<file path="config.mk">
export PLATFORM = sky130hd
export DESIGN_NAME = reg_wb_ctrl
export DESIGN_NICKNAME = d
export VERILOG_FILES = /design/src/rtl/reg_wb_pkg.sv /design/src/rtl/reg_wb_ldq.sv /design/src/rtl/reg_wb_ctrl.sv
export SDC_FILE = /design/constraint.sdc
export NUM_CORES = 1
export LEC_CHECK = 0
export BUFFER_PORTS_ARGS = -buffer_cell sky130_fd_sc_hd__buf_2
export CAP_MARGIN = 30
export CORE_MARGIN = 5
export CORE_UTILIZATION = 58
export CTS_CLUSTER_DIAMETER = 200
export DETAILED_ROUTE_END_ITERATION = 8
export PLACE_DENSITY = 0.81
export SYNTH_ARGS = -nofsm -noshare
export SYNTH_HDL_FRONTEND = slang
export SYNTH_HIERARCHICAL = 1
export SYNTH_SLANG_ARGS = --single-unit
export TNS_END_PERCENT = 5
</file>
<file path="constraint.sdc">
create_clock -name clk -period 4.9 [get_ports clk]
set_input_delay 0.98 -clock clk [delete_from_list [all_inputs] [get_ports clk]]
set_output_delay 0.98 -clock clk [all_outputs]
set_load 0.005 [all_outputs]
</file>
<file path="src/rtl/reg_wb_pkg.sv">
// -----------------------------------------------------------------------------
// reg_wb_pkg
//   Shared definitions for the write-back controller slice:
//   data width, RISC-V load funct3 encodings, the x0 register index,
//   the load-queue entry layout and the load-data extension helper.
// -----------------------------------------------------------------------------
package reg_wb_pkg;

    localparam int XLEN = 32;

    // Architectural zero register; writes to it are suppressed.
    localparam logic [4:0] REG_X0 = 5'd0;

    // Load size/sign encodings (instruction funct3 field).
    localparam logic [2:0] F3_LB  = 3'b000;
    localparam logic [2:0] F3_LH  = 3'b001;
    localparam logic [2:0] F3_LW  = 3'b010;
    localparam logic [2:0] F3_LBU = 3'b100;
    localparam logic [2:0] F3_LHU = 3'b101;

    // One outstanding load: where the data goes and how to extend it.
    typedef struct packed {
        logic [4:0] rd;
        logic [2:0] funct3;
    } ldq_entry_t;

    // Sign/zero-extend right-aligned raw load data according to funct3.
    // Unknown encodings fall back to full-width (LW) behaviour.
    function automatic logic [XLEN-1:0] load_extend(input logic [2:0]      funct3,
                                                    input logic [XLEN-1:0] raw);
        logic [XLEN-1:0] res;
        case (funct3)
            F3_LB:   res = {{(XLEN-8){raw[7]}},   raw[7:0]};
            F3_LH:   res = {{(XLEN-16){raw[15]}}, raw[15:0]};
            F3_LBU:  res = {{(XLEN-8){1'b0}},     raw[7:0]};
            F3_LHU:  res = {{(XLEN-16){1'b0}},    raw[15:0]};
            default: res = raw;
        endcase
        return res;
    endfunction

endpackage

</file>
<file path="src/rtl/reg_wb_ldq.sv">
// -----------------------------------------------------------------------------
// reg_wb_ldq
//   Synchronous FIFO of outstanding loads ({rd, funct3}), DEPTH entries.
//   Responses come back in issue order, so the head always describes the
//   next response to arrive.
//
// Ports
//   clk_i        in   clock, all state on posedge
//   rst_i        in   asynchronous active-high reset (empties the queue)
//   push_i       in   enqueue push_entry_i (ignored when full)
//   push_entry_i in   entry to enqueue
//   pop_i        in   dequeue head (ignored when empty)
//   full_o       out  queue holds DEPTH entries
//   empty_o      out  queue holds no entries
//   head_o       out  oldest entry (meaningless while empty)
// -----------------------------------------------------------------------------
module reg_wb_ldq
    import reg_wb_pkg::*;
#(
    parameter int DEPTH = 4
) (
    input  logic       clk_i,
    input  logic       rst_i,
    input  logic       push_i,
    input  ldq_entry_t push_entry_i,
    input  logic       pop_i,
    output logic       full_o,
    output logic       empty_o,
    output ldq_entry_t head_o
);

    localparam int AW = $clog2(DEPTH);

    // Pointers carry one extra wrap bit so full and empty are distinguishable
    // when the indices coincide.
    logic [AW:0] wr_ptr_q, wr_ptr_d;
    logic [AW:0] rd_ptr_q, rd_ptr_d;
    ldq_entry_t  mem_q [DEPTH];

    logic push_ok;
    logic pop_ok;

    assign full_o  = (wr_ptr_q[AW] != rd_ptr_q[AW]) &&
                     (wr_ptr_q[AW-1:0] == rd_ptr_q[AW-1:0]);
    assign empty_o = (wr_ptr_q == rd_ptr_q);
    assign head_o  = mem_q[rd_ptr_q[AW-1:0]];

    // Full is derived from registered pointers only, so a pop in the same
    // cycle does not free a slot for a push until the next cycle.
    assign push_ok = push_i && !full_o;
    assign pop_ok  = pop_i && !empty_o;

    always_comb begin
        wr_ptr_d = wr_ptr_q;
        rd_ptr_d = rd_ptr_q;
        if (push_ok) begin
            wr_ptr_d = wr_ptr_q + (AW+1)'(1);
        end
        if (pop_ok) begin
            rd_ptr_d = rd_ptr_q + (AW+1)'(1);
        end
    end

    always_ff @(posedge clk_i or posedge rst_i) begin
        if (rst_i) begin
            wr_ptr_q <= '0;
            rd_ptr_q <= '0;
        end else begin
            wr_ptr_q <= wr_ptr_d;
            rd_ptr_q <= rd_ptr_d;
        end
    end

    // Storage needs no reset: entries are only read between push and pop.
    always_ff @(posedge clk_i) begin
        if (push_ok) begin
            mem_q[wr_ptr_q[AW-1:0]] <= push_entry_i;
        end
    end

endmodule

</file>
<file path="src/rtl/reg_wb_ctrl.sv">
// -----------------------------------------------------------------------------
// reg_wb_ctrl
//   Write-back controller; the only initiator of the register bank write
//   port. Each cycle it selects at most one write source, in priority order
//   load response > skid entry > fresh ALU beat, and registers it onto
//   reg_we/rd/rd_val (one cycle latency; the bank updates one edge later).
//   Outstanding loads are tracked in an in-order queue plus a per-register
//   busy vector, which also feeds the decode-stage hazard flags.
//
// Handshakes: a transfer happens on a rising clock edge where valid and
//   ready are both high. Ready never depends on the same-cycle valid. The
//   load response channel has no ready: a response is consumed the cycle it
//   is presented.
//
// Ports
//   clk, rst                        clock / asynchronous active-high reset
//   alu_valid/alu_rd/alu_data       ALU result offer
//   alu_ready                       ALU result accept
//   ld_issue_valid/_rd/_funct3      load issue to memory
//   ld_issue_ready                  load issue accept
//   ld_resp_valid/ld_resp_data      in-order raw load data
//   rs1, rs2 / rs1_busy, rs2_busy   decode-stage source hazard query
//   reg_we, rd, rd_val              register bank write port
//   resp_err                        sticky: response seen with no load queued
// -----------------------------------------------------------------------------
module reg_wb_ctrl
    import reg_wb_pkg::*;
#(
    parameter int LDQ_DEPTH = 4
) (
    input  logic            clk,
    input  logic            rst,
    input  logic            alu_valid,
    input  logic [4:0]      alu_rd,
    input  logic [XLEN-1:0] alu_data,
    output logic            alu_ready,
    input  logic            ld_issue_valid,
    input  logic [4:0]      ld_issue_rd,
    input  logic [2:0]      ld_issue_funct3,
    output logic            ld_issue_ready,
    input  logic            ld_resp_valid,
    input  logic [XLEN-1:0] ld_resp_data,
    input  logic [4:0]      rs1,
    input  logic [4:0]      rs2,
    output logic            rs1_busy,
    output logic            rs2_busy,
    output logic            reg_we,
    output logic [4:0]      rd,
    output logic [XLEN-1:0] rd_val,
    output logic            resp_err
);

    // Per-register "write pending, not yet in the bank" flags.
    logic [31:0]     busy_q, busy_d;

    // One-entry skid for an ALU beat that lost arbitration to a load response.
    logic            skid_v_q, skid_v_d;
    logic [4:0]      skid_rd_q, skid_rd_d;
    logic [XLEN-1:0] skid_data_q, skid_data_d;

    // Registered write port.
    logic            reg_we_q, reg_we_d;
    logic [4:0]      rd_q, rd_d;
    logic [XLEN-1:0] rd_val_q, rd_val_d;

    logic            resp_err_q, resp_err_d;

    // Load queue interface.
    logic            ldq_push;
    logic            ldq_pop;
    logic            ldq_full;
    logic            ldq_empty;
    ldq_entry_t      ldq_head;
    ldq_entry_t      ldq_push_entry;

    logic            alu_fire;
    logic            iss_fire;

    reg_wb_ldq #(
        .DEPTH (LDQ_DEPTH)
    ) u_ldq (
        .clk_i        (clk),
        .rst_i        (rst),
        .push_i       (ldq_push),
        .push_entry_i (ldq_push_entry),
        .pop_i        (ldq_pop),
        .full_o       (ldq_full),
        .empty_o      (ldq_empty),
        .head_o       (ldq_head)
    );

    // A pending load to the same rd blocks the ALU beat, which keeps the
    // ALU write from overtaking it (WAW). Both terms are registered.
    assign alu_ready = !skid_v_q && !busy_q[alu_rd];

    // A new load must not race an older pending write to the same rd,
    // whether that write is a queued load or a parked ALU beat.
    assign ld_issue_ready = !ldq_full && !busy_q[ld_issue_rd] &&
                            !(skid_v_q && (skid_rd_q == ld_issue_rd));

    assign alu_fire       = alu_valid && alu_ready;
    assign iss_fire       = ld_issue_valid && ld_issue_ready;
    assign ldq_push       = iss_fire;
    assign ldq_push_entry = '{rd: ld_issue_rd, funct3: ld_issue_funct3};

    // A source is hazardous while its write is queued, parked in the skid,
    // or sitting on the write port waiting for the bank to absorb it.
    assign rs1_busy = (rs1 != REG_X0) &&
                      (busy_q[rs1] || (reg_we_q && (rd_q == rs1)) ||
                       (skid_v_q && (skid_rd_q == rs1)));
    assign rs2_busy = (rs2 != REG_X0) &&
                      (busy_q[rs2] || (reg_we_q && (rd_q == rs2)) ||
                       (skid_v_q && (skid_rd_q == rs2)));

    always_comb begin
        busy_d      = busy_q;
        skid_v_d    = skid_v_q;
        skid_rd_d   = skid_rd_q;
        skid_data_d = skid_data_q;
        reg_we_d    = 1'b0;
        rd_d        = rd_q;
        rd_val_d    = rd_val_q;
        resp_err_d  = resp_err_q;
        ldq_pop     = 1'b0;

        if (ld_resp_valid) begin
            if (ldq_empty) begin
                // Nothing to match the response against: drop it.
                resp_err_d = 1'b1;
            end else begin
                ldq_pop  = 1'b1;
                reg_we_d = (ldq_head.rd != REG_X0);
                rd_d     = ldq_head.rd;
                rd_val_d = load_extend(ldq_head.funct3, ld_resp_data);
                // The hazard flag hands over to the reg_we/rd term above.
                busy_d[ldq_head.rd] = 1'b0;
            end
            // The response owns the write slot; park an accepted ALU beat.
            if (alu_fire) begin
                skid_v_d    = 1'b1;
                skid_rd_d   = alu_rd;
                skid_data_d = alu_data;
            end
        end else if (skid_v_q) begin
            // alu_ready is low while the skid is full, so no new beat here.
            skid_v_d = 1'b0;
            reg_we_d = (skid_rd_q != REG_X0);
            rd_d     = skid_rd_q;
            rd_val_d = skid_data_q;
        end else if (alu_fire) begin
            reg_we_d = (alu_rd != REG_X0);
            rd_d     = alu_rd;
            rd_val_d = alu_data;
        end

        // x0 is never tracked; its loads still occupy a queue slot.
        if (iss_fire && (ld_issue_rd != REG_X0)) begin
            busy_d[ld_issue_rd] = 1'b1;
        end
    end

    always_ff @(posedge clk or posedge rst) begin
        if (rst) begin
            busy_q      <= '0;
            skid_v_q    <= 1'b0;
            skid_rd_q   <= '0;
            skid_data_q <= '0;
            reg_we_q    <= 1'b0;
            rd_q        <= '0;
            rd_val_q    <= '0;
            resp_err_q  <= 1'b0;
        end else begin
            busy_q      <= busy_d;
            skid_v_q    <= skid_v_d;
            skid_rd_q   <= skid_rd_d;
            skid_data_q <= skid_data_d;
            reg_we_q    <= reg_we_d;
            rd_q        <= rd_d;
            rd_val_q    <= rd_val_d;
            resp_err_q  <= resp_err_d;
        end
    end

    assign reg_we   = reg_we_q;
    assign rd       = rd_q;
    assign rd_val   = rd_val_q;
    assign resp_err = resp_err_q;

endmodule

</file>
; Word-level counts from Yosys, hierarchy flattened
; Memory sizes are Yosys's and may differ from the RTL's.
; Index checks and enable logic that the tools add are counted.
[classes]
n_addsub = 2
multipliers = 0
div_mod_pow = 0
order_cmp = 7
eq_ne = 13
shift = 0
n_mux = 34
bitwise = 3
n_reduce_logical = 39
[op_table]
columns = cell, count
row1 = 32-bit 2-to-1 mux, 7
row2 = 32-bit one-hot mux with 4 select lines, 1
row3 = 32-bit bitwise AND, 1
row4 = 32-bit inverter, 1
row5 = 32-bit bitwise OR, 1
row6 = "5-bit by 6-bit less-than comparator with 1-bit output, second input constant", 5
row7 = 5-bit nonzero test, 6
row8 = 5-bit equality test, 5
row9 = 1-bit binary-select mux with 5-bit select, 4
row10 = 5-bit 2-to-1 mux, 4
row11 = 1-bit logical AND, 18
row12 = 1-bit 2-to-1 mux, 16
row13 = 1-bit demux with 5-bit select, 2
row14 = "5-bit by 1-bit >= comparator with 1-bit output, second input constant", 2
row15 = "3-bit by 1-bit adder with 3-bit output, second input constant", 2
row16 = "3-bit equality test, second input constant", 2
row17 = 1-bit logical NOT, 6
row18 = 2-bit AND reduction, 3
row19 = 1-bit logical OR, 4
row20 = "3-bit by 1-bit equality test with 1-bit output, second input constant", 1
row21 = 3-bit equality test, 1
row22 = 3-bit logical NOT, 1
row23 = 3-bit nonzero test, 1
row24 = 2-bit equality test, 1
row25 = other kinds (3), 3
[totals]
regBits = 115
latch_bits = 0
ramBits = 32
rom_bits = 0
in_bits = 92
out_inout_bits = 43
word_cells = 109
memories = 1
[memory_table]
columns = name, words, width, rd, rd_ports_with_merged_regs, wr, line
row1 = u_ldq.mem_q, 4, 8, 1, 0, 1, reg_wb_ldq.sv:38  ; ldq_entry_t mem_q [DEPTH];

; Depth between registers and ports, before layout
; An unclocked memory read counts as a cell.
[logic_depth]
depth_word = 11
depth_mapped = 11
mapped_depth_nobuf = 9

; Modules after synthesis
; Netlist, hierarchy kept.
[modules_own_cells]
columns = module, n_inst, cells_per_inst, area_per_inst_um2, seq_area_each_um2
row1 = reg_wb_ctrl, 1, 668, 7110.6, 2727.6
row2 = reg_wb_ldq, 1, 91, 1679.1, 1111.1

; Least setup slack after synthesis
; Ideal clock, no wire load.
[synth_path]
path_kind = input to output
start = in rs2[0]
end = out rs2_busy
arrival_ns = 2.752
required_ns = 3.920
setup_slack_ns = 1.168
cell_stages = 5
n_path_buf = 1
path_cell_list = buf_1 mux4_2 mux4_2 o31ai_1 o21ai_0
[synth_via]
elab_chain_cells = 5
word_cells_on_any_way = 10
cone_classes = eq/ne: 2 / mux: 2 / reduce/logical: 6
[synth_rtl]
columns = element, line
row1 = from (decl), reg_wb_ctrl.sv:44  ; input logic [4:0] rs2,
row2 = 1-bit binary-select mux with 5-bit select / 5-bit equality test (equally long branches), reg_wb_ctrl.sv:112  ; (busy_q[rs2] || (reg_we_q && (rd_q == rs2)) ||
row3 = 1-bit 2-to-1 mux (not written as such) / 1-bit logical AND (equally long branches), reg_wb_ctrl.sv:112
row4 = 1-bit logical OR (2 in a row), reg_wb_ctrl.sv:112
row5 = 1-bit logical AND (*), reg_wb_ctrl.sv:111  ; assign rs2_busy = (rs2 != REG_X0) &&
row6 = to (decl), reg_wb_ctrl.sv:46  ; output logic rs2_busy,
; Every way passes the cells marked *; elsewhere a longest branch is shown, timed or not. The select of a mux whose other input is x is not followed.

; Worst setup path after layout
[layout_path]
start = in alu_rd[0]
end = out alu_ready
[layout_via]
elab_chain_cells = 4
[layout_rtl]
columns = element, line
row1 = from (decl), reg_wb_ctrl.sv:34  ; input logic [4:0] alu_rd,
row2 = 1-bit binary-select mux with 5-bit select, reg_wb_ctrl.sv:94  ; assign alu_ready = !skid_v_q && !busy_q[alu_rd];
row3 = 1-bit 2-to-1 mux (not written as such), reg_wb_ctrl.sv:94
row4 = 1-bit logical NOT, reg_wb_ctrl.sv:94
row5 = 1-bit logical AND, reg_wb_ctrl.sv:94
row6 = to (decl), reg_wb_ctrl.sv:36  ; output logic alu_ready,
; Every way passes these cells. The select of a mux whose other input is x is not followed.

==> results by group <==
Cells and area
  – Share of layout cells above drive strength 1: 33.6%
  – P&R area growth vs syn: 15.7%
  – Nets@finish: 952
  – Final non-filler cell total: 1057

Route
  – Final WL: 23700 microns
  – Via Count: between 7000 and 8000
  – First-pass iteration count of the detailed router: 5
  – Antenna Violating Nets Remaining: 0
  – DRC Markers: 0
  – Via density: 6.67
  – DRT iter0 DRCs: 821
  – Drt wl/cell: 22.4 microns

Clock tree
  – Clk sinks: between 100 and 150
  – H-tree Lvls: 4
  – Clk Latency, worst-skew pair: approximately 0.43 ns
  – Clock tree root driver cell: clkbuf_16
  – Max Buffers Root-to-Sink: 2
  – Total CTS buffers: 17
  – Hold_buf cts: 0
  – Worst-path clk slew: roughly 0.060 ns
  – CTS tree: built
  – Postcts setup bufs: 0
  – Post_cts resized: 0

Critical path
  – R2R depth: 9
  – RR Endpoint: rd_val[30]
  – CP max FO: 14
  – Crit Path Class: in -> out
  – Flop2flop setup slack: between 1.5 and 2 ns
  – RR Startpoint: u_ldq/rd_ptr_q[1]
  – Critical Path Source Type: primary input
  – Critical Path Sink Type: output pin
  – WP data required: 3.92 ns
  – Worst EP arrival: between 2 and 3 ns

Yosys
  – Cell count after synthesis: 759
  – Synth top area share: about a third
  – Ys flop type: dfrtp_1
  – Net Count, Synth: 856
  – Post-synth EDFFs: 32
  – Post-synthesis area per instance: roughly 12 sq um
  – Flops & latches, synth: 147
  – Synth area leaders: dfrtp_1 (33%), edfxtp_1 (11%), mux4_2 (6.9%), mux2_2 (6.0%), mux2i_1 (3.5%)
  – Post-synthesis async set-or-reset flop share: around 80%
  – Yosys warning total: 6
  – Synth unique cells: 60
  – Sequential area share after synthesis: between 40% and 50%
  – Yosys top cell by area: dfrtp_1
  – Synth Cell Area: a little under 0.009 sq mm

Power and ir drop
  – Net Switching: about 0.0024 W
  – Cell Int Power: about 0.004 W
  – Leakage: between 4 and 5 nW
  – Max rail drop VDD: approximately 0.00035 V
  – Clk pwr share: around 23%
  – PD cells: around 620 mW/mm^2
  – Share of total power in combinational logic: roughly two fifths
  – Reg power frac: a little under two fifths
  – Sw frac: 38.0%

Global route
  – Grt total ovfl: 0
  – Global-route wire length before repair: about 38000 microns
  – Busiest grt layer: met2
  – Initial antenna violation count: 2
  – Global Route met2 Usage: approximately 41%
  – Gr usage total: a little over a quarter
  – Largest net degree at the start of global routing: 54
  – Number of global-route vias before repair: between 6000 and 7000
  – Met3 usage: under 10%
  – Met1 GRT Util: a little over a third

Status
  – Status: finished, final reports clean

Floorplan
  – Row cnt: 45
  – Num ports: 135
  – Initial Util: about three fifths
  – Core area: around 0.015 sq mm
  – Die height: 133 microns
  – Die width: about 130 microns
  – Die area: about 0.018 sq mm

STA
  – Pins over their slew limit: 0
  – RSZ-0062 raised after global routing: false
  – Final Cycle Share: 77.7%
  – Crit path time final: between 3 and 4 ns
  – Clk_skew: 0.00861 ns
  – Worst slew margin: a little over a third
  – Least-Margin Pin Slew: approximately 0.95 ns
  – Setup TNS: 0 ns
  – Max frequency: 263 MHz
  – Setup violations, final: 0
  – Final Hold Fails: 0

Place
  – GPL Wtd Cong: roughly 0.97
  – Placed cells: 1024
  – Hpwl dp: between 15000 and 20000 microns
  – IO Port Bufs: approximately 130

Job
  – Max cap viols: 0

Worst hold path
  – Hold Path Class: in -> async
[through the flow]
stage	hold slack, ns	power [W]	utilization (%)	setup WS [ns]	area, sq um
6_report	0.504	0.00634	67.6	1.09	10200
4_1_cts	0.491	0.00631	67.6	1.11	10200
2_1_floorplan	0.459	0.00403	-	1.05	8790
3_3_place_gp	0.483	0.00476	63.1	1.13	9480
5_1_grt	0.508	0.00668	67.6	0.962	10200
3_5_place_dp	0.485	0.00484	63.3	1.04	9510
[how the worst max path moves through the flow]
| stage | from | end | slack [ns] | cells past startpoint |
|---|---|---|---|---|
| 6_report | alu_rd[0] | alu_ready | 1.09 | 8 |
| 5_1_grt | rs2[0] | rs2_busy | 0.96 | 6 |
| 4_1_cts | alu_rd[0] | alu_ready | 1.11 | 8 |
| 3_5_place_dp | ld_issue_rd[0] | u_ldq/mem_q[3][6] | 1.04 | 9 |
| 3_3_place_gp | alu_rd[0] | alu_ready | 1.13 | 8 |
| 2_1_floorplan | rst | busy_q[0] | 1.05 | 1 |
[layout by cell type, fill, tap and decap left out, types with 3 or more instances in the layout]
cell type	Yosys	layout
a21oi_1	33	33
mux2_2	47	47
edfxtp_1	32	32
nand3_1	5	5
a211oi_1	9	9
o21ai_0	62	62
and2_1	4	4
bufinv_16	0	4
buf_2	4	134
buf_4	0	9
dfrtp_1	115	114
mux4_2	27	27
ha_1	5	5
clkbuf_16	0	18
nor3_1	8	6
mux2_4	20	20
nor2_1	25	25
nand2b_1	17	17
xor2_1	18	18
or3b_2	3	3
a221o_1	21	21
and3_1	5	5
a31oi_1	9	9
nor4_1	5	5
a222oi_1	6	6
nand2_1	37	37
o22ai_1	3	3
nand3b_1	8	8
inv_1	17	16
or3_1	4	4
mux4_1	9	9
mux2i_1	31	31
a221oi_1	7	7
o31ai_1	40	40
nor2b_1	15	15
xnor2_1	13	13
[power groups by stage]
| stage | clock (W) | combinational, W | sequential [W] |
|---|---|---|---|
| 2_1_floorplan | 0 | 0.00193 | 0.00210 |
| 3_3_place_gp | 0 | 0.00244 | 0.00232 |
| 3_5_place_dp | 0 | 0.00251 | 0.00233 |
| 4_1_cts | 0.00144 | 0.00254 | 0.00232 |
| 5_1_grt | 0.00150 | 0.00278 | 0.00240 |
| 6_report | 0.00142 | 0.00257 | 0.00235 |
[per-layer routing]
metal / up-vias / wire [microns]
met2: 402 / 11300
met4: 0 / 775
met3: 71 / 2080
met1: 3480 / 9520
li1: 3100 / -
met5: - / 0
[logic make-up after synthesis]
group / count (synthesis) / synth area share (%)
and+or+nand+nor: 149 / 9.08
xor gates and xnor gates: 34 / 3.64
DFF: 147 / 43.7
muxes: 134 / 22.6
adders and majority gates: 5 / 0.712
AOI/OAI and AO/OA: 206 / 16.2
buffers and inverters: 84 / 4.07
[synth_stat cells, drive strengths merged (11+ instances only)]
master and instances:
dfrtp 115, mux2 67, o21ai 62, clkbuf 48, o31ai 41, nand2 38
mux4 36, a21oi 33, edfxtp 32, mux2i 31, nor2 25, a221o 21
xor2 20, buf 19, inv 17, nand2b 17, nor2b 15, xnor2 14
a31oi 11
[sequential cells by signal, summed over array words and instances, names as in the netlist]
signal and count:
skid_v_q 1, u_ldq/rd_ptr_q 3, reg_we 1, skid_rd_q 5, rd_val 32, rd 5
skid_data_q 32, busy_q 32, u_ldq/mem_q 32, resp_err 1, u_ldq/wr_ptr_q 3
[critical path, cell delays in order]
cell	delay (ns)
buf_2	0.29
mux4_2	0.54
a2bb2oi_1	0.14
nand3_1	0.10
a31oi_2	0.21
or2_2	0.38
inv_1	0.08
buf_2	0.11
[final cells by class]
cell class,instances,area (sq um)
antenna,1,2.50
clock buffer,21,482
clock inverter,11,171
fill,1080,4870
inverter,17,66.3
multi-input combinational,528,4600
sequential,147,3840
tap,188,235
timing repair buffer,144,766
Power figures use the tool's default switching activity.
